**src/rtl/byte_sequencer_pkg.sv**
```systemverilog
`default_nettype none
// ============================================================================
// Module   : byte_sequencer_pkg
// Purpose  : Shared state encoding and default dwell constant for byte_sequencer.
// Revision : 1.0 - initial release
// ============================================================================
package byte_sequencer_pkg;

    // 1 s per slot at 50 MHz
    localparam int unsigned c_DWELL_DEFAULT = 32'd50000000;

    typedef enum logic [1:0] {
        ST_IDLE = 2'd0,
        ST_LOAD = 2'd1,
        ST_SHOW = 2'd2,
        ST_DONE = 2'd3
    } state_t;

endpackage : byte_sequencer_pkg
`default_nettype wire

```
**src/rtl/byte_sequencer_if.sv**
```systemverilog
`default_nettype none
// ============================================================================
// Module   : byte_sequencer_if
// Purpose  : Control, selector and playback signals of byte_sequencer.
//            Optional loop input when BYTE_SEQUENCER_LOOP_EN is defined.
// Revision : 1.0 - initial release
// ============================================================================
interface byte_sequencer_if;
    logic       start;
    logic       pause;
    logic [1:0] last;
    logic [7:0] mux_data;
    logic [1:0] sel;
    logic [7:0] byte_out;
    logic       byte_valid;
    logic       busy;
    logic       done;
`ifdef BYTE_SEQUENCER_LOOP_EN
    logic       loop;

    modport master (
        output start, pause, last, mux_data, loop,
        input  sel, byte_out, byte_valid, busy, done
    );
    modport slave (
        input  start, pause, last, mux_data, loop,
        output sel, byte_out, byte_valid, busy, done
    );
`else
    modport master (
        output start, pause, last, mux_data,
        input  sel, byte_out, byte_valid, busy, done
    );
    modport slave (
        input  start, pause, last, mux_data,
        output sel, byte_out, byte_valid, busy, done
    );
`endif
endinterface : byte_sequencer_if
`default_nettype wire

```
**src/rtl/byte_sequencer_dwell_timer.sv**
```systemverilog
`default_nettype none
// ============================================================================
// Module   : dwell_timer
// Purpose  : TW-bit slot dwell counter; terminal flags count == DWELL-1.
// Revision : 1.0 - initial release
// ============================================================================
module dwell_timer #(
    parameter int unsigned DWELL = 32'd50000000,
    parameter int unsigned TW    = 32
) (
    input  wire logic clock,
    input  wire logic reset,
    input  wire logic clear,
    input  wire logic enable,
    output logic      terminal
);

    localparam logic [TW-1:0] c_TERM = TW'(DWELL - 32'd1);

    logic [TW-1:0] r_count;

    // clear wins over enable so every slot starts from zero
    always_ff @(posedge clock) begin
        if (reset) begin
            r_count <= '0;
        end else if (clear) begin
            r_count <= '0;
        end else if (enable) begin
            r_count <= r_count + 1'b1;
        end
    end

    assign terminal = (r_count == c_TERM);

endmodule : dwell_timer
`default_nettype wire

```
**src/rtl/byte_sequencer.sv**
```systemverilog
`default_nettype none
// ============================================================================
// Module   : byte_sequencer
// Purpose  : Walks a 4-way byte selector through slots 0..last, capturing and
//            holding each byte for DWELL cycles. BYTE_SEQUENCER_LOOP_EN adds
//            continuous replay via the loop input.
// Revision : 1.0 - initial release
// ============================================================================
module byte_sequencer
    import byte_sequencer_pkg::*;
#(
    parameter int unsigned DWELL = c_DWELL_DEFAULT,
    parameter int unsigned TW    = 32
) (
    input  wire logic        clock,
    input  wire logic        reset,
    byte_sequencer_if.slave  bus
);

    state_t     r_state;
    logic [1:0] r_sel;
    logic [1:0] r_last_q;
    logic [7:0] r_byte_out;
    logic       r_byte_valid;
    logic       r_busy;
    logic       r_done;

    logic       w_term;
    logic       w_advance;
    logic       w_loop;

`ifdef BYTE_SEQUENCER_LOOP_EN
    assign w_loop = bus.loop;
`else
    assign w_loop = 1'b0;
`endif

    assign w_advance = (r_state == ST_SHOW) && w_term && !bus.pause;

    dwell_timer #(
        .DWELL (DWELL),
        .TW    (TW)
    ) u_dwell_timer (
        .clock    (clock),
        .reset    (reset),
        .clear    (r_state == ST_LOAD),
        .enable   ((r_state == ST_SHOW) && !bus.pause),
        .terminal (w_term)
    );

    always_ff @(posedge clock) begin
        if (reset) begin
            r_state      <= ST_IDLE;
            r_sel        <= 2'd0;
            r_last_q     <= 2'd0;
            r_byte_out   <= 8'd0;
            r_byte_valid <= 1'b0;
            r_busy       <= 1'b0;
            r_done       <= 1'b0;
        end else begin
            r_byte_valid <= 1'b0;
            r_done       <= 1'b0;
            case (r_state)
                ST_IDLE: begin
                    if (bus.start) begin
                        r_last_q <= bus.last;
                        r_sel    <= 2'd0;
                        r_busy   <= 1'b1;
                        r_state  <= ST_LOAD;
                    end
                end
                ST_LOAD: begin
                    // sel has been stable for a full cycle, so mux_data is settled
                    r_byte_out   <= bus.mux_data;
                    r_byte_valid <= 1'b1;
                    r_state      <= ST_SHOW;
                end
                ST_SHOW: begin
                    if (w_advance) begin
                        if (r_sel != r_last_q) begin
                            r_sel   <= r_sel + 2'd1;
                            r_state <= ST_LOAD;
                        end else if (w_loop) begin
                            r_sel   <= 2'd0;
                            r_state <= ST_LOAD;
                        end else begin
                            r_busy  <= 1'b0;
                            r_done  <= 1'b1;
                            r_state <= ST_DONE;
                        end
                    end
                end
                ST_DONE: begin
                    r_state <= ST_IDLE;
                end
                default: begin
                    r_state <= ST_IDLE;
                end
            endcase
        end
    end

    assign bus.sel        = r_sel;
    assign bus.byte_out   = r_byte_out;
    assign bus.byte_valid = r_byte_valid;
    assign bus.busy       = r_busy;
    assign bus.done       = r_done;

endmodule : byte_sequencer
`default_nettype wire

```
**src/flat_wrapper.sv**
```systemverilog
// flat-port wrapper written by rule: the top's interface ports become plain ports
module byte_sequencer_flat import byte_sequencer_pkg::*;
#(
    parameter int unsigned DWELL = c_DWELL_DEFAULT,
    parameter int unsigned TW    = 32
)
  (clock, reset, bus_start, bus_pause, bus_last, bus_mux_data, bus_sel, bus_byte_out, bus_byte_valid, bus_busy, bus_done);
  byte_sequencer_if bus_i ();
  input  wire logic clock;
  input  wire logic reset;
  input wire logic [$bits(bus_i.start)-1:0] bus_start;
  input wire logic [$bits(bus_i.pause)-1:0] bus_pause;
  input wire logic [$bits(bus_i.last)-1:0] bus_last;
  input wire logic [$bits(bus_i.mux_data)-1:0] bus_mux_data;
  output wire logic [$bits(bus_i.sel)-1:0] bus_sel;
  output wire logic [$bits(bus_i.byte_out)-1:0] bus_byte_out;
  output wire logic [$bits(bus_i.byte_valid)-1:0] bus_byte_valid;
  output wire logic [$bits(bus_i.busy)-1:0] bus_busy;
  output wire logic [$bits(bus_i.done)-1:0] bus_done;
  assign bus_i.start = bus_start;
  assign bus_i.pause = bus_pause;
  assign bus_i.last = bus_last;
  assign bus_i.mux_data = bus_mux_data;
  assign bus_sel = bus_i.sel;
  assign bus_byte_out = bus_i.byte_out;
  assign bus_byte_valid = bus_i.byte_valid;
  assign bus_busy = bus_i.busy;
  assign bus_done = bus_i.done;
  byte_sequencer #(.DWELL(DWELL), .TW(TW)) u_core (.clock(clock), .reset(reset), .bus(bus_i));
endmodule
```
**config.mk**
```make
export PLATFORM = sky130hd
export DESIGN_NAME = byte_sequencer_flat
export DESIGN_NICKNAME = d
export VERILOG_FILES = /design/src/rtl/byte_sequencer_pkg.sv /design/src/rtl/byte_sequencer_if.sv /design/src/rtl/byte_sequencer_dwell_timer.sv /design/src/rtl/byte_sequencer.sv /design/src/flat_wrapper.sv
export SDC_FILE = /design/constraint.sdc
export NUM_CORES = 1
export LEC_CHECK = 0
export ABC_AREA = 0
export BUFFER_PORTS_ARGS = -buffer_cell sky130_fd_sc_hd__buf_2
export CORE_MARGIN = 2
export CORE_UTILIZATION = 59
export CTS_CLUSTER_SIZE = 16
export DETAILED_ROUTE_END_ITERATION = 10
export PLACE_DENSITY_LB_ADDON = 0.3
export SLEW_MARGIN = 5
export SYNTH_ARGS = -nofsm -noshare
export SYNTH_HDL_FRONTEND = slang
export SYNTH_SLANG_ARGS = --single-unit
```
**constraint.sdc**
```tcl
create_clock -name clock -period 3.4 [get_ports clock]
set_clock_uncertainty 0.15 [all_clocks]
set_input_delay 0.51 -clock clock [delete_from_list [all_inputs] [get_ports clock]]
set_output_delay 0.51 -clock clock [all_outputs]
set_load 0.03 [all_outputs]
```
==> key figures, run 1 <==
Power and ir drop
  • Comb pwr share: 0.070
  • Reported leakage power: 0.9363 nW
  • Switching power as a share of total power: 0.2343
  • Switching power of the nets: 254.7 uW
  • Proportion of power drawn by flip-flops and latches: 0.547
  • Internal power summed over all cells: 832.4 uW
  • Overall power: 1.087 mW
  • Cell area power density: 413.1 nW/um2
  • Max rail drop VDD: 0.3315 mV
  • Clk pwr share: 0.383

Placement
  • Standard cell area after detailed placement: 2516 um2
  • Port buffer count: 26
  • Gpl congestion: 0.9421
  • Post-DP HPWL: 3430 um
  • # placed instances: 341

Yosys
  • Syn Area/Cell: 8.570 um2
  • Most used flip-flop cell after synthesis: dfxtp_1
  • Nets in the synthesized netlist: 294
  • Area of the mapped netlist: 2391 um2
  • Leading post-synthesis cells by cell area: dfxtp_1, or4_1, a21oi_1
  • Fraction of registers with async set/reset: 0
  • Post-synth top area cell: dfxtp_1
  • Post-synth EDFFs: 0
  • Number of distinct library cells after synthesis: 49
  • Commonest cells in the netlist: dfxtp_1, a21oi_1, nand2_1
  • Share of the synthesized area in the top cell type: 0.4103
  • Sequential fraction of the synthesis area: 0.4103
  • Synthesized netlist cell count: 279
  • Most frequently used cell type in the post-synthesis netlist: dfxtp_1
  • Count of warnings emitted by yosys: 0
  • #FFs+latches synth: 49

Critical path
  • Largest stage delay, worst path: 0.75 ns
  • Data arrival time at the worst-slack endpoint: 2.63 ns
  • Element type at the critical path start: register
  • Data required time at the worst endpoint: 3.49 ns
  • Max stage delay cell, worst path: or4_1
  • Crit path top cell by count: or4_1
  • Largest driver fanout on the critical path: 15
  • Critical path buffer and inverter count: 0
  • Type of the setup path with the least slack: register to register
  • Setup crit end kind: register
  • CP top delay family: simple AND/OR/NAND/NOR gates
  • CP Cell Sequence: nand3b_1 -> or4_1 -> or4_1 -> a21oi_1

Outcome
  • Outcome: completed

Timing
  • Post-Route Setup TNS: 0 ns
  • Setup violations, final: 0
  • Hold Vio Cnt, Final: 0
  • Crit share post-route: 0.7466
  • Transition time at the pin with the least slew margin: 0.9030 ns
  • Unrepaired setup endpoints after global routing: false
  • Relative slew slack: 0.3958
  • Achievable frequency: 393.9 MHz
  • Time the worst path needs with I/O delays and setup: 2.539 ns
  • Final Max Slew Viols: 0

GRT
  • Pin count of the biggest net entering global routing: 26
  • First-pass GRT wire length: 7914 um
  • Global route overflow: 0
  • Number of antenna violations at the first check in global routing: 0
  • Global router's overall resource usage: 0.2286
  • Via count of the first global-routing pass: 1808

Clock tree
  • CTS Sinks: 49
  • Bufs on Longest Clock Path: 2
  • Root buf cell: clkbuf_8
  • Clock transition at the registers of the reported paths: 0.09 ns
  • CTS hold repair buffers: 0
  • Insertion delay of the later-clocked pin in the worst-skew pair: 0.30 ns
  • Count of cells resized by post-cts repair: 0
  • Total clock buffers created by CTS: 5
  • TritonCTS clock tree: yes
  • H-tree Lvls: 2
  • Post CTS Setup Buffer Count: 0

Die
  • Chip Width: 67.66 um
  • Standard-cell rows: 23
  • Vertical die dimension: 67.66 um
  • Initial standard-cell utilization of the core: 0.6065
  • Die ar.: 4578 um2
  • Core Footprint: 3943 um2
  • Top-Level Pins: 27

Drt
  • Number of vias in the routed layout: 2110
  • Number of remaining DRC errors: 0
  • Detail-routed net length per standard cell: 13.75 um
  • Vias per std cell: 6.046
  • Initial DRT Pass Iterations: 4
  • Violation count after the first detailed-route iteration: 131
  • Detailed Route WL: 4799 um
  • Post-route ant nets: 0

Cells and area
  • Final core utilization: 0.6674
  • Layout Cell Area excl Fill: 2631 um2
  • Net count reported at finish: 313
  • Syn-to-layout area delta: 10.05%
  • Fraction of final layout cells sized beyond drive strength 1: 0.1304
  • Diode count: 0
  • Number of inserted filler cells in the final layout: 331
  • Post-layout instance count excluding filler cells: 349

Hold path
  • Path type of the worst min-delay path: input port to register

Flow run
  • Max capacitance violation total: 0
[per-stage QoR]
stage	hold slack (ns)	setup slack, ns
2_1_floorplan	0.2948	1.216
3_3_place_gp	0.3090	0.9793
3_5_place_dp	0.3102	0.9028
4_1_cts	0.2510	0.8804
5_1_grt	0.2396	0.6763
6_report	0.2591	0.8615
[sequential cells by signal, summed over array words and instances (netlist names)]
signal,count
u_core.bus.done,1
u_core.r_state,2
u_core.r_last_q,2
u_core.u_dwell_timer.r_count,32
u_core.bus.byte_valid,1
u_core.bus.byte_out,8
u_core.bus.sel,2
u_core.bus.busy,1
[routing by layer]
metal | GRT usage | part of all wire | vias to the layer above
li1 | - | - | 1083
met1 | 0.2934 | 0.47 | 963
met2 | 0.3591 | 0.46 | 58
met3 | 0.06333 | 0.052 | 6
met4 | 0.09694 | 0.011 | 0
met5 | 0 | 0 | -
[path summary, 6_finish.rpt]
path,from,endpoint,slack [ns],depth (start not counted)
max,u_core.r_state[1],u_core.u_dwell_timer.r_count[31],0.86,4
min,bus_mux_data[6],u_core.bus.byte_out[6],0.26,2
max reg2reg,u_core.r_state[1],u_core.u_dwell_timer.r_count[31],0.86,4
min reg2reg,u_core.u_dwell_timer.r_count[29],u_core.u_dwell_timer.r_count[29],0.33,2
[worst register-to-register path: cells and delay by family (launching register included)]
family / cells / cell delay, ns
AO/OA/AOI/OAI: 1 / 0.15
flip-flops: 1 / 0.57
AND/OR/NAND/NOR: 3 / 1.60
[kinds of logic after synthesis]
| family | share of synthesized area |
|---|---|
| AND/OR/NAND/NOR | 0.3176 |
| AO/OA/AOI/OAI | 0.1706 |
| flip-flops | 0.4103 |
| buffers and inverters | 0.04710 |
| XOR/XNOR | 0.03663 |
| multiplexers | 0.01256 |
| adder cells (fa/ha/maj) | 0.005232 |
[final cells by class]
| type | count | area, um2 | area share |
|---|---|---|---|
| flip-flops and latches | 49 | 980.9 | 0.3728 |
| well taps | 50 | 62.56 | 0.02378 |
| clock buffers | 5 | 68.82 | 0.02615 |
| clock inverters | 3 | 46.29 | 0.01759 |
| inverters | 10 | 37.54 | 0.01427 |
| repair buffers | 27 | 137.6 | 0.05231 |
| multi-input cells | 205 | 1297 | 0.4931 |
[power groups by stage]
stage	registers (mW)	clock network, mW	logic, mW
after floorplan	0.616	0	0.0456
after global placement	0.608	0	0.0751
after detailed placement	0.608	0	0.0764
after CTS	0.595	0.429	0.0765
after global routing	0.597	0.451	0.0825
final	0.595	0.416	0.0761
[cells in the final DEF, fill, tap and decap left out, types with 3 or more instances in the layout]
| cell type | instances |
|---|---|
| or3_1 | 10 |
| o21ai_1 | 5 |
| nand3_1 | 10 |
| a21oi_1 | 20 |
| nor4_1 | 9 |
| nor3_1 | 7 |
| buf_2 | 26 |
| and3_1 | 4 |
| inv_1 | 10 |
| or4_1 | 17 |
| o31ai_1 | 10 |
| dfxtp_1 | 49 |
| nor2b_1 | 4 |
| nor2_1 | 17 |
| o21ai_0 | 4 |
| xnor2_1 | 7 |
| nand3b_1 | 3 |
| xor2_1 | 3 |
| nand2_1 | 20 |
| a22o_1 | 8 |
| clkbuf_8 | 5 |
| nand2b_1 | 4 |
| mux2i_1 | 3 |
| nand4_1 | 9 |
(Power assumes the default switching activity.)
==> inputs of run 2 (changes only) <==
--- a/config.mk
+++ b/config.mk
@@ -8,7 +8,7 @@
 export ABC_AREA = 0
 export BUFFER_PORTS_ARGS = -buffer_cell sky130_fd_sc_hd__buf_2
 export CORE_MARGIN = 2
-export CORE_UTILIZATION = 59
+export CORE_UTILIZATION = 52
 export CTS_CLUSTER_SIZE = 16
 export DETAILED_ROUTE_END_ITERATION = 10
 export PLACE_DENSITY_LB_ADDON = 0.3
==> constraint.sdc (replaced) <==
create_clock -name clock -period 2.19 [get_ports clock]
set_clock_uncertainty 0.15 [all_clocks]
set_input_delay 0.3285 -clock clock [delete_from_list [all_inputs] [get_ports clock]]
set_output_delay 0.3285 -clock clock [all_outputs]
set_load 0.03 [all_outputs]
==> run 2 against run 1 <==
Design area rose by 6.8%; power rose by 68%; largest cell class unchanged; global-route usage rose by 0.25 points; via count rose by 5.4%; sequential power increased by 54%; count of clock-buffer cells in the layout did not move; wire length is 13% higher.
==> key figures, run 2 (synthesized netlist as in run 1, its figures left out) <==
Outcome
  • Outcome: completed (unchanged)

Critical path
  • Max stage delay cell, worst path: or4_4 (was or4_1)
  • Type of the setup path with the least slack: register to register (unchanged)
  • Worst reg2reg path depth: 4 (unchanged)
  • Setup crit end kind: register (unchanged)
  • Data required time at the worst endpoint: 2.29 ns (was 3.49 ns)
  • Element type at the critical path start: register (unchanged)
  • FF-to-FF End: u_core.u_dwell_timer.r_count[31] (unchanged)
  • Startpoint of the worst-slack reg-to-reg timing path: u_core.u_dwell_timer.r_count[13] (was u_core.r_state[1])
  • Worst-case register-to-register setup slack: 0.09 ns (was 0.86 ns)
  • CP Cell Sequence: nand4_1 -> or4_4 -> or4_1 -> a21oi_1 (was nand3b_1 -> or4_1 -> or4_1 -> a21oi_1)
  • Largest stage delay, worst path: 0.68 ns (was 0.75 ns)
  • Critical path buffer and inverter count: 0 (unchanged)
  • Largest driver fanout on the critical path: 24 (was 15)
  • Data arrival time at the worst-slack endpoint: 2.19 ns (was 2.63 ns)
  • CP top delay family: simple AND/OR/NAND/NOR gates (unchanged)

Timing
  • Relative slew slack: 0.4137 (was 0.3958)
  • Final Max Slew Viols: 0 (unchanged)
  • Transition time at the pin with the least slew margin: 0.8763 ns (was 0.9030 ns)
  • Final Hold Slack: 0.07022 ns (was 0.2591 ns)
  • Crit share post-route: 0.9569 (was 0.7466)
  • Achievable frequency: 477.2 MHz (was 393.9 MHz)
  • Time the worst path needs with I/O delays and setup: 2.096 ns (was 2.539 ns)
  • Unrepaired setup endpoints after global routing: true (was false)
  • Setup violations, final: 0 (unchanged)
  • Hold Vio Cnt, Final: 0 (unchanged)

Cells and area
  • Commonest non-fill, non-tap cells in the layout: dfxtp_1, buf_2, nand2_1, a21oi_1, buf_4 (was dfxtp_1, buf_2, nand2_1, a21oi_1)
  • Flip-flop count of the largest register after layout: 32 (unchanged)
  • Diode count: 0 (unchanged)
  • Syn-to-layout area delta: 17.48% (was 10.05%)
  • Fraction of final layout cells sized beyond drive strength 1: 0.2089 (was 0.1304)
  • Top register by number of flip-flops: u_core.u_dwell_timer.r_count (unchanged)
  • Net count reported at finish: 330 (was 313)
  • Most common cell after layout, fill and taps aside: dfxtp_1 (unchanged)

Clock tree
  • Clock transition at the registers of the reported paths: 0.09 ns (about the same)
  • CTS Sinks: 49 (unchanged)
  • H-tree Lvls: 2 (unchanged)
  • CTS hold repair buffers: 0 (unchanged)
  • TritonCTS clock tree: yes (unchanged)
  • Bufs on Longest Clock Path: 2 (unchanged)
  • Total clock buffers created by CTS: 5 (unchanged)
  • Insertion delay of the later-clocked pin in the worst-skew pair: 0.31 ns (was 0.30 ns)
  • Root buf cell: clkbuf_8 (unchanged)

GRT
  • Global router's overall resource usage: 0.2312 (was 0.2286)
  • Pin count of the biggest net entering global routing: 25 (was 26)
  • Via count of the first global-routing pass: 2118 (was 1808)
  • First-pass GRT wire length: 9446 um (was 7914 um)
  • Number of antenna violations at the first check in global routing: 0 (unchanged)
  • Global route overflow: 0 (unchanged)

Power and ir drop
  • Max rail drop VDD: 0.5551 mV (was 0.3315 mV)
  • Overall power: 1.823 mW (was 1.087 mW)
  • Cell area power density: 649.2 nW/um2 (was 413.1 nW/um2)
  • Reported leakage power: 1.041 nW (was 0.9363 nW)

Drt
  • Number of vias in the routed layout: 2224 (was 2110)
  • Vias per std cell: 6.043 (was 6.046)
  • Initial DRT Pass Iterations: 4 (unchanged)
  • Post-route ant nets: 0 (unchanged)
  • Detail-routed net length per standard cell: 14.68 um (was 13.75 um)
  • Violation count after the first detailed-route iteration: 104 (was 131)
  • Detailed Route WL: 5402 um (was 4799 um)
  • Number of remaining DRC errors: 0 (unchanged)

Hold path
  • Worst hold path depth: 2 (unchanged)
  • Path type of the worst min-delay path: input port to register (unchanged)
  • Endpoint with the worst hold slack: u_core.bus.byte_out[4] (was u_core.bus.byte_out[6])
  • Hold path start: bus_mux_data[4] (was bus_mux_data[6])

Flow run
  • Max capacitance violation total: 0 (unchanged)

Placement
  • Post-DP HPWL: 3850 um (was 3430 um)
  • Port buffer count: 26 (unchanged)
  • Gpl congestion: 0.8019 (was 0.9421)

Die
  • Core Footprint: 4384 um2 (was 3943 um2)
  • Initial standard-cell utilization of the core: 0.5454 (was 0.6065)
  • Chip Width: 71.81 um (was 67.66 um)
  • Die ar.: 5157 um2 (was 4578 um2)
  • Vertical die dimension: 71.81 um (was 67.66 um)
  • Top-Level Pins: 27 (unchanged)
  • Standard-cell rows: 24 (was 23)
## run 2: changes by cell type in the layout (fill, tap and decap cells not counted)
cell,delta
buf_4,+17
bufinv_16,+1
clkinv_4,-1
clkinvlp_4,-1
dfxtp_1,-6
dfxtp_2,+6
inv_6,+1
nor4_1,-1
nor4_2,+1
or4_1,-3
or4_4,+3
## run 2: how the worst max path moves through the flow
| stage | from | to | slack, ns | cells past startpoint |
|---|---|---|---|---|
| finish | u_core.u_dwell_timer.r_count[13] | u_core.u_dwell_timer.r_count[31] | 0.09 | 4 |
| global route | u_core.u_dwell_timer.r_count[6] | u_core.u_dwell_timer.r_count[13] | -0.008 | 5 |
| CTS | u_core.r_state[0] | u_core.u_dwell_timer.r_count[31] | 0.02 | 4 |
| detailed placement | u_core.u_dwell_timer.r_count[0] | u_core.u_dwell_timer.r_count[26] | 0.001 | 5 |
| global placement | bus_pause | u_core.u_dwell_timer.r_count[31] | 0.05 | 5 |
| floorplan | u_core.r_state[0] | u_core.u_dwell_timer.r_count[13] | 0.09 | 7 |
## run 2: where the power goes
part / total (mW) / internal [mW] / switching [mW] / leakage, nW
logic: 0.135 / 0.0509 / 0.0843 / 0.573
clock network: 0.773 / 0.460 / 0.313 / 0.0687
registers: 0.915 / 0.906 / 0.00914 / 0.399
total: 1.82 / 1.42 / 0.407 / 1.04
## run 2: timing repair
action	CTS	global route
gates resized for setup	1	9
cloned	0	0
pin swaps	0	1
setup buffers	0	0
setup endpoints to repair	3	17
## run 2: through the flow
stage / std cells / util / setup TNS, ns / setup slack [ns] / cell area [um2]
2_1_floorplan: 279 / - / 0 / 0.09475 / 2391
3_3_place_gp: 360 / 0.6036 / 0 / 0.05359 / 2646
3_5_place_dp: 360 / 0.6036 / 0 / 0.001377 / 2646
4_1_cts: 368 / 0.6358 / 0 / 0.01736 / 2788
5_1_grt: 368 / 0.6407 / -0.007713 / -0.007713 / 2809
6_report: 368 / 0.6407 / 0 / 0.09439 / 2809
## run 2: layer usage
layer | wire length, um | global-route usage
met1 | 2568 | 0.3067
met2 | 2531 | 0.3724
met3 | 239 | 0.06048
met4 | 63 | 0.06499
met5 | 0 | 0
## run 2: area by class of cell
type	instances	area (um2)
Fill cell	378	1575
Sequential cell	49	988.4
Clock inverter	3	68.82
Inverter	10	37.54
Timing Repair Buffer	44	265.3
Tap cell	52	65.06
Multi-Input combinational cell	205	1315
Clock buffer	5	68.82
## run 2: worst reg2reg max path, cell delays in order (launching register included)
cell     delay [ns]
dfxtp_2        0.37
nand4_1        0.14
or4_4          0.68
or4_1          0.54
a21oi_1        0.15
==> inputs of run 3 (changes only) <==
--- a/config.mk
+++ b/config.mk
@@ -6,7 +6,7 @@
 export NUM_CORES = 1
 export LEC_CHECK = 0
 export ABC_AREA = 0
-export BUFFER_PORTS_ARGS = -buffer_cell sky130_fd_sc_hd__buf_2
+export BUFFER_PORTS_ARGS = -buffer_cell sky130_fd_sc_hd__clkbuf_2
 export CORE_MARGIN = 2
 export CORE_UTILIZATION = 52
 export CTS_CLUSTER_SIZE = 16
==> run 3 against run 2 <==
Utilization shrank 0.66 points; highest routed layer unchanged; power down 11%; die area unchanged; largest power group unchanged; critical path type unchanged; design area decreased by 1.0%; critical path depth is the same; first-iteration DRC count rose by 25%.
==> key figures, run 3 (synthesized netlist as in run 1, its figures left out) <==
Outcome
  • Outcome: completed (unchanged)

Timing
  • Relative slew slack: 0.3413 (was 0.4137)
  • Unrepaired setup endpoints after global routing: true (unchanged)
  • Transition time at the pin with the least slew margin: 0.9843 ns (was 0.8763 ns)
  • Achievable frequency: 482.1 MHz (was 477.2 MHz)
  • Post-layout worst setup margin: 0.1158 ns (was 0.09439 ns)
  • Post-Route Setup TNS: 0 ns (unchanged)
  • Time the worst path needs with I/O delays and setup: 2.074 ns (was 2.096 ns)
  • Final Max Slew Viols: 0 (unchanged)
  • Setup violations, final: 0 (unchanged)
  • Hold Vio Cnt, Final: 0 (unchanged)
  • Crit share post-route: 0.9471 (was 0.9569)

Critical path
  • Worst-case register-to-register setup slack: 0.12 ns (was 0.09 ns)
  • Data arrival time at the worst-slack endpoint: 2.16 ns (was 2.19 ns)
  • CP Cell Sequence: nand3_1 -> or4_4 -> or4_1 -> a21oi_1 (was nand4_1 -> or4_4 -> or4_1 -> a21oi_1)
  • Max stage delay cell, worst path: or4_4 (unchanged)
  • Setup crit end kind: register (unchanged)
  • Type of the setup path with the least slack: register to register (unchanged)
  • Largest driver fanout on the critical path: 24 (unchanged)
  • Worst reg2reg path depth: 4 (unchanged)
  • Largest stage delay, worst path: 0.63 ns (was 0.68 ns)
  • Data required time at the worst endpoint: 2.28 ns (was 2.29 ns)
  • Element type at the critical path start: register (unchanged)
  • Startpoint of the worst-slack reg-to-reg timing path: u_core.u_dwell_timer.r_count[10] (was u_core.u_dwell_timer.r_count[13])
  • FF-to-FF End: u_core.u_dwell_timer.r_count[24] (was u_core.u_dwell_timer.r_count[31])

GRT
  • Global router's overall resource usage: 0.2219 (was 0.2312)
  • First-pass GRT wire length: 9101 um (was 9446 um)
  • Pin count of the biggest net entering global routing: 25 (unchanged)
  • Via count of the first global-routing pass: 2038 (was 2118)
  • Number of antenna violations at the first check in global routing: 0 (unchanged)
  • Global route overflow: 0 (unchanged)

Die
  • Standard-cell rows: 24 (unchanged)
  • Core Footprint: 4384 um2 (unchanged)
  • Die ar.: 5157 um2 (unchanged)
  • Top-Level Pins: 27 (unchanged)
  • Chip Width: 71.81 um (unchanged)
  • Vertical die dimension: 71.81 um (unchanged)
  • Initial standard-cell utilization of the core: 0.5454 (unchanged)

Cells and area
  • Fraction of final layout cells sized beyond drive strength 1: 0.2107 (was 0.2089)
  • Net count reported at finish: 332 (was 330)
  • Most common cell after layout, fill and taps aside: dfxtp_1 (unchanged)
  • Combined area of the multi-input logic cells: 1315 um2 (unchanged)
  • Commonest non-fill, non-tap cells in the layout: dfxtp_1, clkbuf_2, nand2_1, a21oi_1, buf_4 (was dfxtp_1, buf_2, nand2_1, a21oi_1, buf_4)
  • Flip-flop count of the largest register after layout: 32 (unchanged)
  • Diode count: 0 (unchanged)
  • Number of inserted filler cells in the final layout: 372 (was 378)
  • Syn-to-layout area delta: 16.27% (was 17.48%)
  • Top register by number of flip-flops: u_core.u_dwell_timer.r_count (unchanged)
  • Flip-flop and latch area: 987.2 um2 (was 988.4 um2)

Clock tree
  • Bufs on Longest Clock Path: 2 (unchanged)
  • Root buf cell: clkbuf_8 (unchanged)
  • Insertion delay of the later-clocked pin in the worst-skew pair: 0.31 ns (about the same)
  • Clock transition at the registers of the reported paths: 0.10 ns (was 0.09 ns)
  • Post CTS Setup Buffer Count: 0 (unchanged)
  • Total clock buffers created by CTS: 5 (unchanged)
  • CTS Sinks: 49 (unchanged)
  • TritonCTS clock tree: yes (unchanged)
  • H-tree Lvls: 2 (unchanged)

Power and ir drop
  • Max rail drop VDD: 0.4319 mV (was 0.5551 mV)
  • Reported leakage power: 1.024 nW (was 1.041 nW)
  • Cell area power density: 583.2 nW/um2 (was 649.2 nW/um2)

Drt
  • Number of remaining DRC errors: 0 (unchanged)
  • Post-route ant nets: 0 (unchanged)
  • Detailed Route WL: 5272 um (was 5402 um)
  • Violation count after the first detailed-route iteration: 130 (was 104)
  • Detail-routed net length per standard cell: 14.25 um (was 14.68 um)
  • Number of vias in the routed layout: 2193 (was 2224)
  • Vias per std cell: 5.927 (was 6.043)
  • Initial DRT Pass Iterations: 4 (unchanged)

Flow run
  • Max capacitance violation total: 0 (unchanged)

Placement
  • Port buffer count: 26 (unchanged)
  • Worst setup timing slack at the placement stage: -0.001240 ns (was 0.001377 ns)
  • Gpl congestion: 0.8621 (was 0.8019)
  • Post-DP HPWL: 3962 um (was 3850 um)

Hold path
  • Hold path start: bus_mux_data[2] (was bus_mux_data[4])
  • Endpoint with the worst hold slack: u_core.bus.byte_out[2] (was u_core.bus.byte_out[4])
  • Worst hold path depth: 2 (unchanged)
  • Path type of the worst min-delay path: input port to register (unchanged)
==> run 3: cell count changes in the layout (fill, tap and decap cells not counted) <==
| cell | before | now |
|---|---|---|
| dfxtp_2 | 6 | 5 |
| inv_6 | 1 | 3 |
| bufinv_16 | 2 | 0 |
| buf_4 | 18 | 20 |
| buf_2 | 26 | 0 |
| dfxtp_1 | 43 | 44 |
| clkbuf_2 | 0 | 26 |
==> run 3: layout make-up <==
class,count,share of cell area
multi-input combinational,205,0.4730
sequential,49,0.3551
timing repair buffer,46,0.1008
clock buffer,5,0.02475
tap,52,0.02340
inverter,10,0.01350
clock inverter,3,0.009451
==> run 3: routing by layer <==
metal	up-vias	wire [um]	track usage
met2	49	2501	0.3796
met5	-	0	0
met3	8	255	0.04641
li1	1120	-	-
met4	0	68	0.06709
met1	1016	2447	0.2808
==> run 3: how the worst max path moves through the flow <==
| stage | startpoint | to | slack, ns | cells after the start |
|---|---|---|---|---|
| finish | u_core.u_dwell_timer.r_count[10] | u_core.u_dwell_timer.r_count[24] | 0.12 | 4 |
| global route | u_core.u_dwell_timer.r_count[10] | u_core.u_dwell_timer.r_count[24] | -0.003 | 4 |
| CTS | u_core.u_dwell_timer.r_count[7] | u_core.u_dwell_timer.r_count[15] | 0.01 | 5 |
| detailed placement | u_core.u_dwell_timer.r_count[0] | u_core.u_dwell_timer.r_count[24] | -0.001 | 5 |
| global placement | u_core.u_dwell_timer.r_count[7] | u_core.u_dwell_timer.r_count[15] | 0.07 | 5 |
| floorplan | u_core.r_state[0] | u_core.u_dwell_timer.r_count[13] | 0.09 | 7 |
==> run 3: critical path: cells and delay by family, from the launching register on <==
kind / cells / cell delay, ns
and+or+nand+nor: 3 / 1.28
AOI/OAI and AO/OA: 1 / 0.17
DFF: 1 / 0.41
==> run 3: through the flow <==
stage	cells	utilization	hold slack [ns]	instance area, um2	power, mW
floorplan	279	-	0.2948	2391	1.027
global placement	362	0.6070	0.3144	2661	1.072
detailed placement	362	0.6070	0.3202	2661	1.076
CTS	370	0.6296	0.06250	2760	1.637
global route	370	0.6341	0.06445	2780	1.690
finish	370	0.6341	0.07191	2780	1.621
==> run 3: power breakdown <==
part | internal (mW) | switching, mW | leakage (nW)
Sequential | 0.907 | 0.00993 | 0.399
Clock | 0.238 | 0.328 | 0.0495
Combinational | 0.0530 | 0.0865 | 0.575
==> run 3: what timing repair did <==
action / CTS / global route
pin swaps: 0 / 1
hold buffers: 0 / 0
resized for setup: 1 / 8
cloned: 0 / 0
endpoints found under the setup margin: 1 / 17
